$ cat config.mk
export PLATFORM = sky130hd
export DESIGN_NAME = axil_master
export DESIGN_NICKNAME = d
export VERILOG_FILES = /design/src/rtl/axil_master.sv
export SDC_FILE = /design/constraint.sdc
export NUM_CORES = 1
export LEC_CHECK = 0
export BUFFER_PORTS_ARGS = -buffer_cell sky130_fd_sc_hd__buf_2
export CAP_MARGIN = 40
export CORE_MARGIN = 2
export CORE_UTILIZATION = 42
export DETAILED_ROUTE_END_ITERATION = 6
export GPL_TIMING_DRIVEN = 1
export PLACE_DENSITY_LB_ADDON = 0.25
export REMOVE_ABC_BUFFERS = 1
export SETUP_SLACK_MARGIN = 0.1
export SYNTH_ARGS = -nofsm -noshare
export SYNTH_HDL_FRONTEND = slang
export SYNTH_SLANG_ARGS = --single-unit
$ cat constraint.sdc
create_clock -name ACLK -period 3.84 [get_ports ACLK]
set_clock_uncertainty 0.15 [all_clocks]
set_input_delay 0 -clock ACLK [delete_from_list [all_inputs] [get_ports ACLK]]
set_output_delay 0 -clock ACLK [all_outputs]
set_load 0.02 [all_outputs]
$ cat src/rtl/axil_master.sv
// AXI4-lite initiator with a single transaction in flight: one command becomes one
// AW/W/B or AR/R exchange, and the result is returned on a valid/ready response port.
module axil_master #(
  parameter int WIDTH_P = 32
) (
  input  logic                 ACLK,
  input  logic                 ARESET,
  input  logic                 cmd_valid,
  output logic                 cmd_ready,
  input  logic                 cmd_we,
  input  logic [WIDTH_P-1:0]   cmd_addr,
  input  logic [WIDTH_P-1:0]   cmd_wdata,
  input  logic [WIDTH_P/8-1:0] cmd_wstrb,
  output logic                 rsp_valid,
  input  logic                 rsp_ready,
  output logic [WIDTH_P-1:0]   rsp_rdata,
  output logic [1:0]           rsp_resp,
  output logic [WIDTH_P-1:0]   M_AWADDR,
  output logic                 M_AWVALID,
  input  logic                 M_AWREADY,
  output logic [WIDTH_P-1:0]   M_WDATA,
  output logic [WIDTH_P/8-1:0] M_WSTRB,
  output logic                 M_WVALID,
  input  logic                 M_WREADY,
  input  logic [1:0]           M_BRESP,
  input  logic                 M_BVALID,
  output logic                 M_BREADY,
  output logic [WIDTH_P-1:0]   M_ARADDR,
  output logic                 M_ARVALID,
  input  logic                 M_ARREADY,
  input  logic [WIDTH_P-1:0]   M_RDATA,
  input  logic [1:0]           M_RRESP,
  input  logic                 M_RVALID,
  output logic                 M_RREADY
);
  localparam int STRB_W = WIDTH_P / 8;

  typedef enum logic [2:0] {
    IDLE, WR_ADDR_DATA, WR_RESP, RD_ADDR, RD_DATA, RSP
  } state_e;

  state_e              state_q, state_d;
  logic                aw_done_q, aw_done_d;
  logic                w_done_q, w_done_d;
  logic [WIDTH_P-1:0]  awaddr_q, awaddr_d;
  logic [WIDTH_P-1:0]  wdata_q, wdata_d;
  logic [STRB_W-1:0]   wstrb_q, wstrb_d;
  logic [WIDTH_P-1:0]  araddr_q, araddr_d;
  logic [WIDTH_P-1:0]  rdata_q, rdata_d;
  logic [1:0]          resp_q, resp_d;
  logic                aw_hs, w_hs;

  // All VALID/READY outputs decode registered state only, never the slave's READY.
  assign cmd_ready = (state_q == IDLE);
  assign M_AWVALID = (state_q == WR_ADDR_DATA) && !aw_done_q;
  assign M_WVALID  = (state_q == WR_ADDR_DATA) && !w_done_q;
  assign M_BREADY  = (state_q == WR_RESP);
  assign M_ARVALID = (state_q == RD_ADDR);
  assign M_RREADY  = (state_q == RD_DATA);
  assign rsp_valid = (state_q == RSP);

  assign M_AWADDR  = awaddr_q;
  assign M_WDATA   = wdata_q;
  assign M_WSTRB   = wstrb_q;
  assign M_ARADDR  = araddr_q;
  assign rsp_rdata = rdata_q;
  assign rsp_resp  = resp_q;

  assign aw_hs = M_AWVALID && M_AWREADY;
  assign w_hs  = M_WVALID && M_WREADY;

  always_ff @(posedge ACLK or posedge ARESET) begin
    if (ARESET) begin
      state_q   <= IDLE;
      aw_done_q <= 1'b0;
      w_done_q  <= 1'b0;
      awaddr_q  <= '0;
      wdata_q   <= '0;
      wstrb_q   <= '0;
      araddr_q  <= '0;
      rdata_q   <= '0;
      resp_q    <= '0;
    end else begin
      state_q   <= state_d;
      aw_done_q <= aw_done_d;
      w_done_q  <= w_done_d;
      awaddr_q  <= awaddr_d;
      wdata_q   <= wdata_d;
      wstrb_q   <= wstrb_d;
      araddr_q  <= araddr_d;
      rdata_q   <= rdata_d;
      resp_q    <= resp_d;
    end
  end

  always_comb begin
    state_d   = state_q;
    aw_done_d = aw_done_q;
    w_done_d  = w_done_q;
    awaddr_d  = awaddr_q;
    wdata_d   = wdata_q;
    wstrb_d   = wstrb_q;
    araddr_d  = araddr_q;
    rdata_d   = rdata_q;
    resp_d    = resp_q;
    unique case (state_q)
      IDLE: begin
        if (cmd_valid) begin
          if (cmd_we) begin
            awaddr_d  = cmd_addr;
            wdata_d   = cmd_wdata;
            wstrb_d   = cmd_wstrb;
            aw_done_d = 1'b0;
            w_done_d  = 1'b0;
            state_d   = WR_ADDR_DATA;
          end else begin
            araddr_d = cmd_addr;
            state_d  = RD_ADDR;
          end
        end
      end
      WR_ADDR_DATA: begin
        // AW and W complete independently; both may land in the same cycle.
        if (aw_hs) aw_done_d = 1'b1;
        if (w_hs)  w_done_d  = 1'b1;
        if ((aw_done_q || aw_hs) && (w_done_q || w_hs)) state_d = WR_RESP;
      end
      WR_RESP: begin
        if (M_BVALID) begin
          resp_d  = M_BRESP;
          rdata_d = '0;
          state_d = RSP;
        end
      end
      RD_ADDR: begin
        if (M_ARREADY) state_d = RD_DATA;
      end
      RD_DATA: begin
        if (M_RVALID) begin
          rdata_d = M_RDATA;
          resp_d  = M_RRESP;
          state_d = RSP;
        end
      end
      RSP: begin
        if (rsp_ready) state_d = IDLE;
      end
      default: state_d = IDLE;
    endcase
  end
endmodule

==> impl_metrics.py, run 1 <==
metrics = {
    "sta": {
        "setup_viol": 0,
        "fin_crit_sh_pct": 62.50,
        "fin_ws_ns": 1.440,
        "fin_setup_tns_ns": 0,
        "period_needed_ns": 2.400,
        "max_freq_mhz": 416.7,
        "drv_slew": 0,
        "tightest_slew_ns": 0.6086,
        "rsz0062_at_grt": "false",
        "max_slew_margin_pct": 59.42,
        "finalHoldViolCount": 0,
    },
    "route": {
        "wl_um": 14590,
        "drc_errors": 0,
        "wl_per_cell_um": 16.29,
        "drtPass1Iterations": 4,
        "vias_per_cell": 4.752,
        "ant_nets": 0,
        "initialDrtViolationCount": 133,
        "via_count": 4258,
    },
    "grt": {
        "top_usage_layer": "met2",
        "grtUsageTotal_pct": 21.62,
        "grtUsageMet2_pct": 39.53,
        "grt_pass1_wl_um": 23270,
        "grt_start_max_net_pins": 61,
        "grt_overflow": 0,
        "grt.met1_usage_pct": 23.09,
        "grt.met3_usage_pct": 6.056,
        "antenna_found_initial": 0,
        "grt_pass1_vias": 4637,
    },
    "synth": {
        "synthArstFlopShare_pct": 100.0,
        "synthCells": 337,
        "avgSynthCellArea_um2": 16.08,
        "synthFlopType": "dfrtp_1",
        "synth_seq_area_share_pct": 64.17,
        "ys_types": 34,
        "ys_ff_latch": 139,
        "ys_warn_count": 0,
        "syn_area_um2": 5420,
        "synth-edff-count": 0,
    },
    "clock_network": {
        "root_buffer": "clkbuf_16",
        "cts_buffer_depth": 2,
        "h-tree-depth": 4,
        "cts_tree": "yes",
        "path_clk_slew_ns": 0.06,
        "insertion_delay_ns": 0.42,
        "cts_sinks": 139,
        "cts_buffers": 17,
    },
    "pwr": {
        "leakage_uw": 0.004237,
        "vdd_ir_drop_max_uv": 565.8,
        "cellPowerDensity_nw_per_um2": 853.1,
        "finalPower_uw": 7293,
    },
    "place": {
        "pre_cts_ws_ns": 1.516,
        "dpl.cell_count": 749,
        "post_dp_cell_area_um2": 6817,
        "port_buffers": 254,
        "hpwl_um": 9136,
        "place.gp.congestion": 0.7761,
    },
    "setup_path": {
        "path_max_fanout": 15,
        "worstSetupStartpointType": "register",
        "cp-end-kind": "register",
        "cp_data_required_time_ns": 3.99,
        "crit_arrival_ns": 2.55,
        "cp_slowest_cell": "dlygate4sd3_1",
        "path_class": "reg2reg",
        "max_stage_delay_ns": 0.58,
        "crit_top_cell": "mux2_2",
        "crit_chain": "nor3b_2, mux2_2, dlygate4sd3_1, mux2_2",
    },
    "final_layout": {
        "finalInstanceArea_um2": 8549,
        "layout_commonest_cell": "buf_2",
        "area.growth.synth_to_final_pct": 57.73,
        "layout_common_cells": "buf_2 (254), dfrtp_1 (139), dlygate4sd3_1 (116)",
        "diodes": 0,
        "fin_nets": 826,
        "instances_no_fill": 896,
        "drive_gt1_share_pct": 56.22,
    },
    "floorplan": {
        "start_util_pct": 42.95,
        "io_pins": 255,
        "die_width_um": 117.6,
        "fp-row-count": 41,
        "dieArea_um2": 13830,
        "die_y_um": 117.6,
        "core_um2": 12620,
    },
    "status": {
        "status": "finished clean",
    },
    "flow_run": {
        "maxCapViolations": 0,
    },
    "worst_hold_path": {
        "hold_path.class": "in2async",
    },
}
==> synthesized netlist by cell type, drive strengths merged (2+ instances only) <==
cell type,count,share of area [%]
a21oi,5,0.46
a22o,32,5.7
buf,20,3.4
dfrtp,139,64
inv,3,0.21
mux2,105,22
nand2,3,0.21
nand3b,2,0.51
nor2,10,0.83
nor3b,2,0.37
or2b,2,0.30
==> cell families after synthesis <==
logic type,count (synthesis),share of synthesized area [%]
and+or+nand+nor,24,2.955
DFF,139,64.17
muxes,106,22.00
buffers and inverters,24,3.647
AOI/OAI and AO/OA,44,7.226
==> registers in the layout, indices dropped and copies added (netlist names) <==
| signal | cells |
|---|---|
| rsp_resp | 2 |
| M_WSTRB | 4 |
| rsp_rdata | 32 |
| aw_done_q | 1 |
| M_AWADDR | 32 |
| state_q | 3 |
| M_WDATA | 32 |
| M_ARADDR | 32 |
| w_done_q | 1 |
==> metrics by stage <==
step | hold WS, ns | utilization [%]
finish | 0.03224 | 67.75
global route | 0.06616 | 67.75
CTS | 0.02737 | 67.75
detailed placement | -0.07841 | 54.02
global placement | 0.06435 | 53.68
floorplan | -0.02549 | -
==> report_power, final <==
| part | leakage (uW) | switching (uW) | total (uW) | internal [uW] |
|---|---|---|---|---|
| sequential | 0.00170 | 411 | 2610 | 2200 |
| clock | 0.000276 | 580 | 1580 | 1000 |
| combinational | 0.00227 | 1740 | 3110 | 1360 |
| total | 0.00424 | 2730 | 7290 | 4560 |
==> critical path, delay by kind of cell, from the launching register on <==
kind,cells,cell delay [ns]
AND/OR/NAND/NOR,1,0.36
multiplexers,2,0.65
flip-flops,1,0.55
buffers and inverters,1,0.58
==> worst paths after layout <==
path,to,slack [ns],depth (start not counted),start
worst max-delay path,rsp_resp[1],1.44,4,state_q[0]
worst min-delay path,M_AWADDR[26],0.03,3,ARESET
worst max register to register,rsp_resp[1],1.44,4,state_q[0]
worst min register to register,M_ARADDR[28],0.33,1,M_ARADDR[28]
max in group asynchronous,M_ARADDR[0],2.42,5,ARESET
min in group ACLK,rsp_rdata[2],0.05,4,M_RVALID
==> metal layers <==
metal,up-vias,part of all wire (%)
met4,0,2.8
met2,153,54
met3,34,5.0
met5,-,0
met1,2097,38
li1,1974,-
==> cell type report <==
cell class              instances  area [um^2]
inverters                       3        16.27
well taps                     172        215.2
clock inverters                 7        90.09
flip-flops and latches        139         3478
clock buffers                  24        481.7
repair buffers                377         2512
multi-input cells             174         1755
fillers                       900         4070
==> what timing repair did <==
action / CTS / global route
gates resized for setup: 0 / 0
setup buffers: 0 / 0
hold buffers: 116 / 0
endpoints found under the hold margin: 249 / 0
Power figures use the tool's default switching activity.
==> inputs of run 2 (changes only) <==
--- a/config.mk
+++ b/config.mk
@@ -5,10 +5,11 @@
 export SDC_FILE = /design/constraint.sdc
 export NUM_CORES = 1
 export LEC_CHECK = 0
+export ABC_AREA = 1
 export BUFFER_PORTS_ARGS = -buffer_cell sky130_fd_sc_hd__buf_2
 export CAP_MARGIN = 40
 export CORE_MARGIN = 2
-export CORE_UTILIZATION = 42
+export CORE_UTILIZATION = 48
 export DETAILED_ROUTE_END_ITERATION = 6
 export GPL_TIMING_DRIVEN = 1
 export PLACE_DENSITY_LB_ADDON = 0.25
==> constraint.sdc (replaced) <==
create_clock -name ACLK -period 2.4 [get_ports ACLK]
set_clock_uncertainty 0.15 [all_clocks]
set_input_delay 0 -clock ACLK [delete_from_list [all_inputs] [get_ports ACLK]]
set_output_delay 0 -clock ACLK [all_outputs]
set_load 0.02 [all_outputs]
==> run 2 against run 1 <==
  * Count of clock-buffer cells in the layout decreased by 6
  * Worst hold slack improved by 0.022 ns
  * Worst setup slack got worse by 1.2 ns
  * Fmax increased by 13%
  * Cell count increased by 27%
  * Synthesized cell count increased by 84%
  * Clock power increased by 82%
  * Combinational power increased by 65%
  * Non-clock buffer count decreased by 4
  * Sequential cell count unchanged
  * Sequential power increased by 57%
==> impl_metrics.py, run 2 <==
metrics = {
    "clock_network": {
        "insertion_delay_ns": 0.41,
        "cts_sinks": 139,
        "cts_buffers": 17,
        "path_clk_slew_ns": 0.05,
        "h-tree-depth": 4,
        "cts_tree": "yes",
        "cts_buffer_depth": 2,
        "root_buffer": "clkbuf_16",
    },
    "sta": {
        "drv_slew": 0,
        "fin_ws_ns": 0.2844,
        "rsz0062_at_grt": "false",
        "period_needed_ns": 2.116,
        "tightest_slew_ns": 0.6818,
        "whs_ns": 0.05473,
        "setup_viol": 0,
        "fin_crit_sh_pct": 88.15,
        "max_freq_mhz": 472.7,
        "max_slew_margin_pct": 54.54,
        "finalHoldViolCount": 0,
    },
    "final_layout": {
        "layout_commonest_cell": "buf_2",
        "finalInstanceArea_um2": 9007,
        "utilization_pct": 74.99,
        "layout_common_cells": "buf_2 (254), nand2_1 (205), dfrtp_1 (136)",
        "instances_no_fill": 1142,
        "fin_nets": 1096,
        "diodes": 0,
        "n_fill_cell": 775,
        "area.growth.synth_to_final_pct": 52.97,
        "drive_gt1_share_pct": 37.89,
    },
    "synth": {
        "ys_warn_count": 0,
        "ys_types": 23,
        "synthArstFlopShare_pct": 100.0,
        "synth_top_area_share_pct": 59.07,
        "synth_area_leaders": "dfrtp_1 (59%), nand2_1 (13%), nand2_4 (5.7%)",
        "synthCells": 619,
        "avgSynthCellArea_um2": 9.512,
        "synth_seq_area_share_pct": 59.07,
        "synth-edff-count": 0,
        "ys_ff_latch": 139,
        "syn_area_um2": 5888,
        "synthFlopType": "dfrtp_1",
        "synth_area_leader_cell": "dfrtp_1",
        "synth_top_cells_by_count": "nand2_1 (205), dfrtp_1 (139), o21ai_1 (64)",
        "synth.most_common_cell": "nand2_1",
    },
    "route": {
        "wl_um": 17490,
        "initialDrtViolationCount": 302,
        "via_count": 5631,
        "wl_per_cell_um": 15.32,
        "ant_nets": 0,
        "drtPass1Iterations": 5,
        "vias_per_cell": 4.931,
        "drc_errors": 0,
    },
    "setup_path": {
        "cp_data_required_time_ns": 2.55,
        "crit_arrival_ns": 2.26,
        "path_max_fanout": 7,
        "cp-end-kind": "register",
        "path_class": "reg2reg",
        "worstSetupStartpointType": "register",
    },
    "floorplan": {
        "die_width_um": 114.8,
        "io_pins": 255,
        "start_util_pct": 49.02,
        "die_y_um": 114.8,
        "fp-row-count": 40,
        "core_um2": 12010,
        "dieArea_um2": 13170,
    },
    "grt": {
        "grt_pass1_wl_um": 27750,
        "antenna_found_initial": 0,
        "grt_overflow": 0,
        "grt_start_max_net_pins": 101,
        "grtUsageTotal_pct": 27.10,
        "grt_pass1_vias": 5959,
    },
    "pwr": {
        "vdd_ir_drop_max_uv": 736.7,
        "cellPowerDensity_nw_per_um2": 1341,
        "leakage_uw": 0.005053,
    },
    "worst_hold_path": {
        "hold_path.class": "in2reg",
    },
    "flow_run": {
        "maxCapViolations": 0,
    },
    "place": {
        "hpwl_um": 10380,
        "place.gp.congestion": 0.8904,
        "dpl.cell_count": 997,
        "port_buffers": 254,
        "pre_cts_ws_ns": 0.4014,
        "post_dp_cell_area_um2": 7211,
    },
    "status": {
        "status": "finished clean",
    },
}
-- run 2: cell count changes after synthesis, sizes merged, moves of 32 or more --
cell,delta
nand2,+266
mux2,-105
a22o,-32
o21ai,+65
inv,+52
nand3,+38
-- run 2: kinds of logic (layout without fill, tap and decap cells) --
kind of cell / count (synthesis) / count (layout) / synth area share, %
compound gates: 68 / 68 / 5.780
simple gates: 328 / 328 / 27.94
buf+inv: 84 / 460 / 7.204
flops: 139 / 139 / 59.07
-- run 2: path summary, 6_finish.rpt --
kind	startpoint	endpoint	slack (ns)	depth (start not counted)
max	state_q[2]	state_q[2]	0.28	9
min	M_RVALID	rsp_resp[0]	0.05	6
max reg2reg	state_q[2]	state_q[2]	0.28	9
min reg2reg	M_WDATA[12]	M_WDATA[12]	0.32	2
max in group asynchronous	ARESET	rsp_rdata[1]	1.30	4
min in group asynchronous	ARESET	M_ARADDR[18]	0.10	3
-- run 2: final cells by class --
type	count	area, um^2	share of cell area, %
inverter	55	221.5	2.459
timing repair buffer	373	2472	27.45
tap	147	183.9	2.042
clock buffer	18	439.2	4.876
multi-input combinational	396	1993	22.13
clock inverter	14	215.2	2.389
sequential	139	3482	38.66
-- run 2: metrics by stage --
step                setup TNS [ns]  total power, uW
global placement                 0             8773
floorplan                  -204.96             7225
detailed placement               0             8953
global route                     0            12800
CTS                              0            12080
finish                           0            12080
-- run 2: per-layer routing --
layer	vias up	share of wire, %	track usage (%)	wire length (um)
met5	-	0	0	0
met4	0	3.8	14.46	665
met3	59	8.6	8.645	1509
met2	286	51	47.26	8956
met1	2636	36	29.53	6360
li1	2650	-	-	-
-- run 2: where the power goes --
group,switching [uW],internal (uW)
clock network,998,1880
registers,712,3380
logic,3380,1740
total,5090,6990
-- run 2: repair_timing --
action | 4_1_cts | 5_1_grt
hold endpoints to repair | 207 | 0
hold buffers | 114 | 0
buffers inserted | 0 | 0
setup endpoints to repair | 0 | 1
resized for setup | 0 | 5
-- run 2: critical path, cell delays in order, from the launching register on --
cell           delay, ns
dfrtp_2             0.45
nor2_2              0.20
nand2_1             0.15
inv_2               0.10
nand2_1             0.06
nand2_1             0.06
nor2_1              0.05
dlygate4sd3_1       0.58
nand3_1             0.11
nand2_1             0.08
==> inputs of run 3 (changes only) <==
--- a/config.mk
+++ b/config.mk
@@ -8,10 +8,10 @@
 export ABC_AREA = 1
 export BUFFER_PORTS_ARGS = -buffer_cell sky130_fd_sc_hd__buf_2
 export CAP_MARGIN = 40
+export CORE_ASPECT_RATIO = 0.9
 export CORE_MARGIN = 2
-export CORE_UTILIZATION = 48
+export CORE_UTILIZATION = 25
 export DETAILED_ROUTE_END_ITERATION = 6
-export GPL_TIMING_DRIVEN = 1
 export PLACE_DENSITY_LB_ADDON = 0.25
 export REMOVE_ABC_BUFFERS = 1
 export SETUP_SLACK_MARGIN = 0.1
==> run 3 against run 2 <==
  * Non-clock buffer count rose by 2
  * Via count fell by 6.4%
  * Utilization fell by 36 points
  * Register-to-register slack improved by 0.02 ns
  * Critical path depth fell by 1
  * Global-route usage fell by 13 points
  * Combinational power fell by 1%
  * Power fell by 3.1%
  * Sequential share of layout area fell by 0.71 points
  * Final area rose by 1.8%
  * Largest power group unchanged
==> impl_metrics.py, run 3 (synthesized netlist as in run 2, its figures left out) <==
metrics = {
    "grt": {
        "grtUsageTotal_pct": 14.26,
        "grt_pass1_wl_um": 28350,
        "grt_start_max_net_pins": 62,
        "grt_overflow": 0,
        "grt_pass1_vias": 5471,
        "antenna_found_initial": 0,
    },
    "final_layout": {
        "finalInstanceArea_um2": 9166,
        "layout_common_cells": "buf_2 (254), nand2_1 (205), dfrtp_1 (139)",
        "drive_gt1_share_pct": 37.41,
        "layout_commonest_cell": "buf_2",
        "n_fill_cell": 2326,
        "fin_nets": 1098,
        "diodes": 0,
        "area.growth.synth_to_final_pct": 55.67,
    },
    "sta": {
        "period_needed_ns": 2.095,
        "fin_crit_sh_pct": 87.27,
        "setup_viol": 0,
        "tightest_slew_ns": 0.5861,
        "rsz0062_at_grt": "false",
        "max_freq_mhz": 477.4,
        "max_slew_margin_pct": 60.93,
        "whs_ns": 0.02191,
        "fin_ws_ns": 0.3055,
        "drv_slew": 0,
        "finalHoldViolCount": 0,
    },
    "setup_path": {
        "worstSetupStartpointType": "register",
        "crit_arrival_ns": 2.30,
        "path_class": "reg2reg",
        "cp_data_required_time_ns": 2.61,
        "r2r_cells": 8,
        "r2r_setup_slack_ns": 0.31,
        "path_max_fanout": 21,
        "cp-end-kind": "register",
    },
    "status": {
        "status": "finished clean",
    },
    "clock_network": {
        "h-tree-depth": 4,
        "cts_buffer_depth": 2,
        "cts_sinks": 139,
        "ctsResizeCount": 0,
        "root_buffer": "clkbuf_16",
        "cts_tree": "yes",
        "path_clk_slew_ns": 0.07,
        "insertion_delay_ns": 0.41,
        "cts_buffers": 17,
    },
    "floorplan": {
        "die_width_um": 165.8,
        "die_y_um": 149.6,
        "dieArea_um2": 24800,
        "start_util_pct": 25.30,
        "fp-row-count": 53,
        "core_um2": 23280,
        "io_pins": 255,
    },
    "route": {
        "drc_errors": 0,
        "drtPass1Iterations": 4,
        "via_count": 5271,
        "ant_nets": 0,
        "initialDrtViolationCount": 193,
        "wl_um": 17330,
        "vias_per_cell": 4.058,
        "wl_per_cell_um": 13.34,
    },
    "place": {
        "port_buffers": 254,
        "post_dp_cell_area_um2": 7425,
        "place.gp.congestion": 0.7491,
        "pre_cts_ws_ns": 0.4587,
        "hpwl_um": 11540,
    },
    "pwr": {
        "cellPowerDensity_nw_per_um2": 1278,
        "p_switching_uw": 5184,
        "pwr-share-seq_pct": 34.4,
        "p_sw_share_pct": 44.27,
        "leakage_uw": 0.005043,
        "share_comb_of_total_power_pct": 43.2,
        "vdd_ir_drop_max_uv": 663.4,
        "clkPwrFrac_pct": 22.5,
        "p_int_uw": 6526,
    },
    "worst_hold_path": {
        "hold_path.class": "in2reg",
        "hold_depth": 3,
    },
    "flow_run": {
        "maxCapViolations": 0,
    },
}
==> run 3: per-stage QoR <==
stage	util (%)	TNS [ns]	instances	total power (uW)
2_1_floorplan	-	-204.96	590	7225
6_report	39.38	0	1299	11710
3_3_place_gp	31.90	0	1153	8957
4_1_cts	39.38	0	1299	11900
5_1_grt	39.38	0	1299	12560
3_5_place_dp	31.90	0	1153	9012
==> run 3: timing repair <==
action,4_1_cts,5_1_grt
hold buffers,114,0
hold endpoints to repair,278,0
buffers inserted,0,0
==> run 3: final timing paths <==
| check | endpoint | startpoint |
|---|---|---|
| max | rsp_resp[0] | state_q[0] |
| min | M_ARADDR[6] | cmd_valid |
| max reg2reg | rsp_resp[0] | state_q[0] |
| min reg2reg | M_WDATA[10] | M_WDATA[10] |
| max in group asynchronous | M_ARADDR[27] | ARESET |
| min in group asynchronous | rsp_rdata[22] | ARESET |
==> run 3: routing by layer <==
metal  share of wire, %  vias up  GRT usage (%)
met1                 46     2422          18.32
li1                   -     2649              -
met4               0.94        0          4.304
met2                 45      189          22.66
met5                  0        -              0
met3                7.5       11          5.131
==> run 3: layout make-up <==
class	count	area, um^2	share of cell area, %
flip-flops and latches	139	3478	37.95
repair buffers	375	2502	27.30
multi-input cells	396	1986	21.66
clock buffers	17	425.4	4.641
well taps	302	377.9	4.122
inverters	55	221.5	2.416
clock inverters	15	175.2	1.911
==> run 3: power by group through the flow <==
stage	Clock [uW]	Combinational, uW	Sequential, uW
floorplan	0	2000	5230
global placement	0	4910	4040
detailed placement	0	4980	4030
CTS	2730	5140	4030
global route	2820	5570	4170
finish	2630	5050	4030
==> run 3: worst max-delay path, stage by stage, from the launching register on <==
cell           delay (ns)
dfrtp_1              0.46
nor2_2               0.16
nand2_1              0.13
inv_2                0.31
nand2_1              0.09
nand2_1              0.07
dlygate4sd3_1        0.54
nand2_1              0.07
nand2_2              0.06
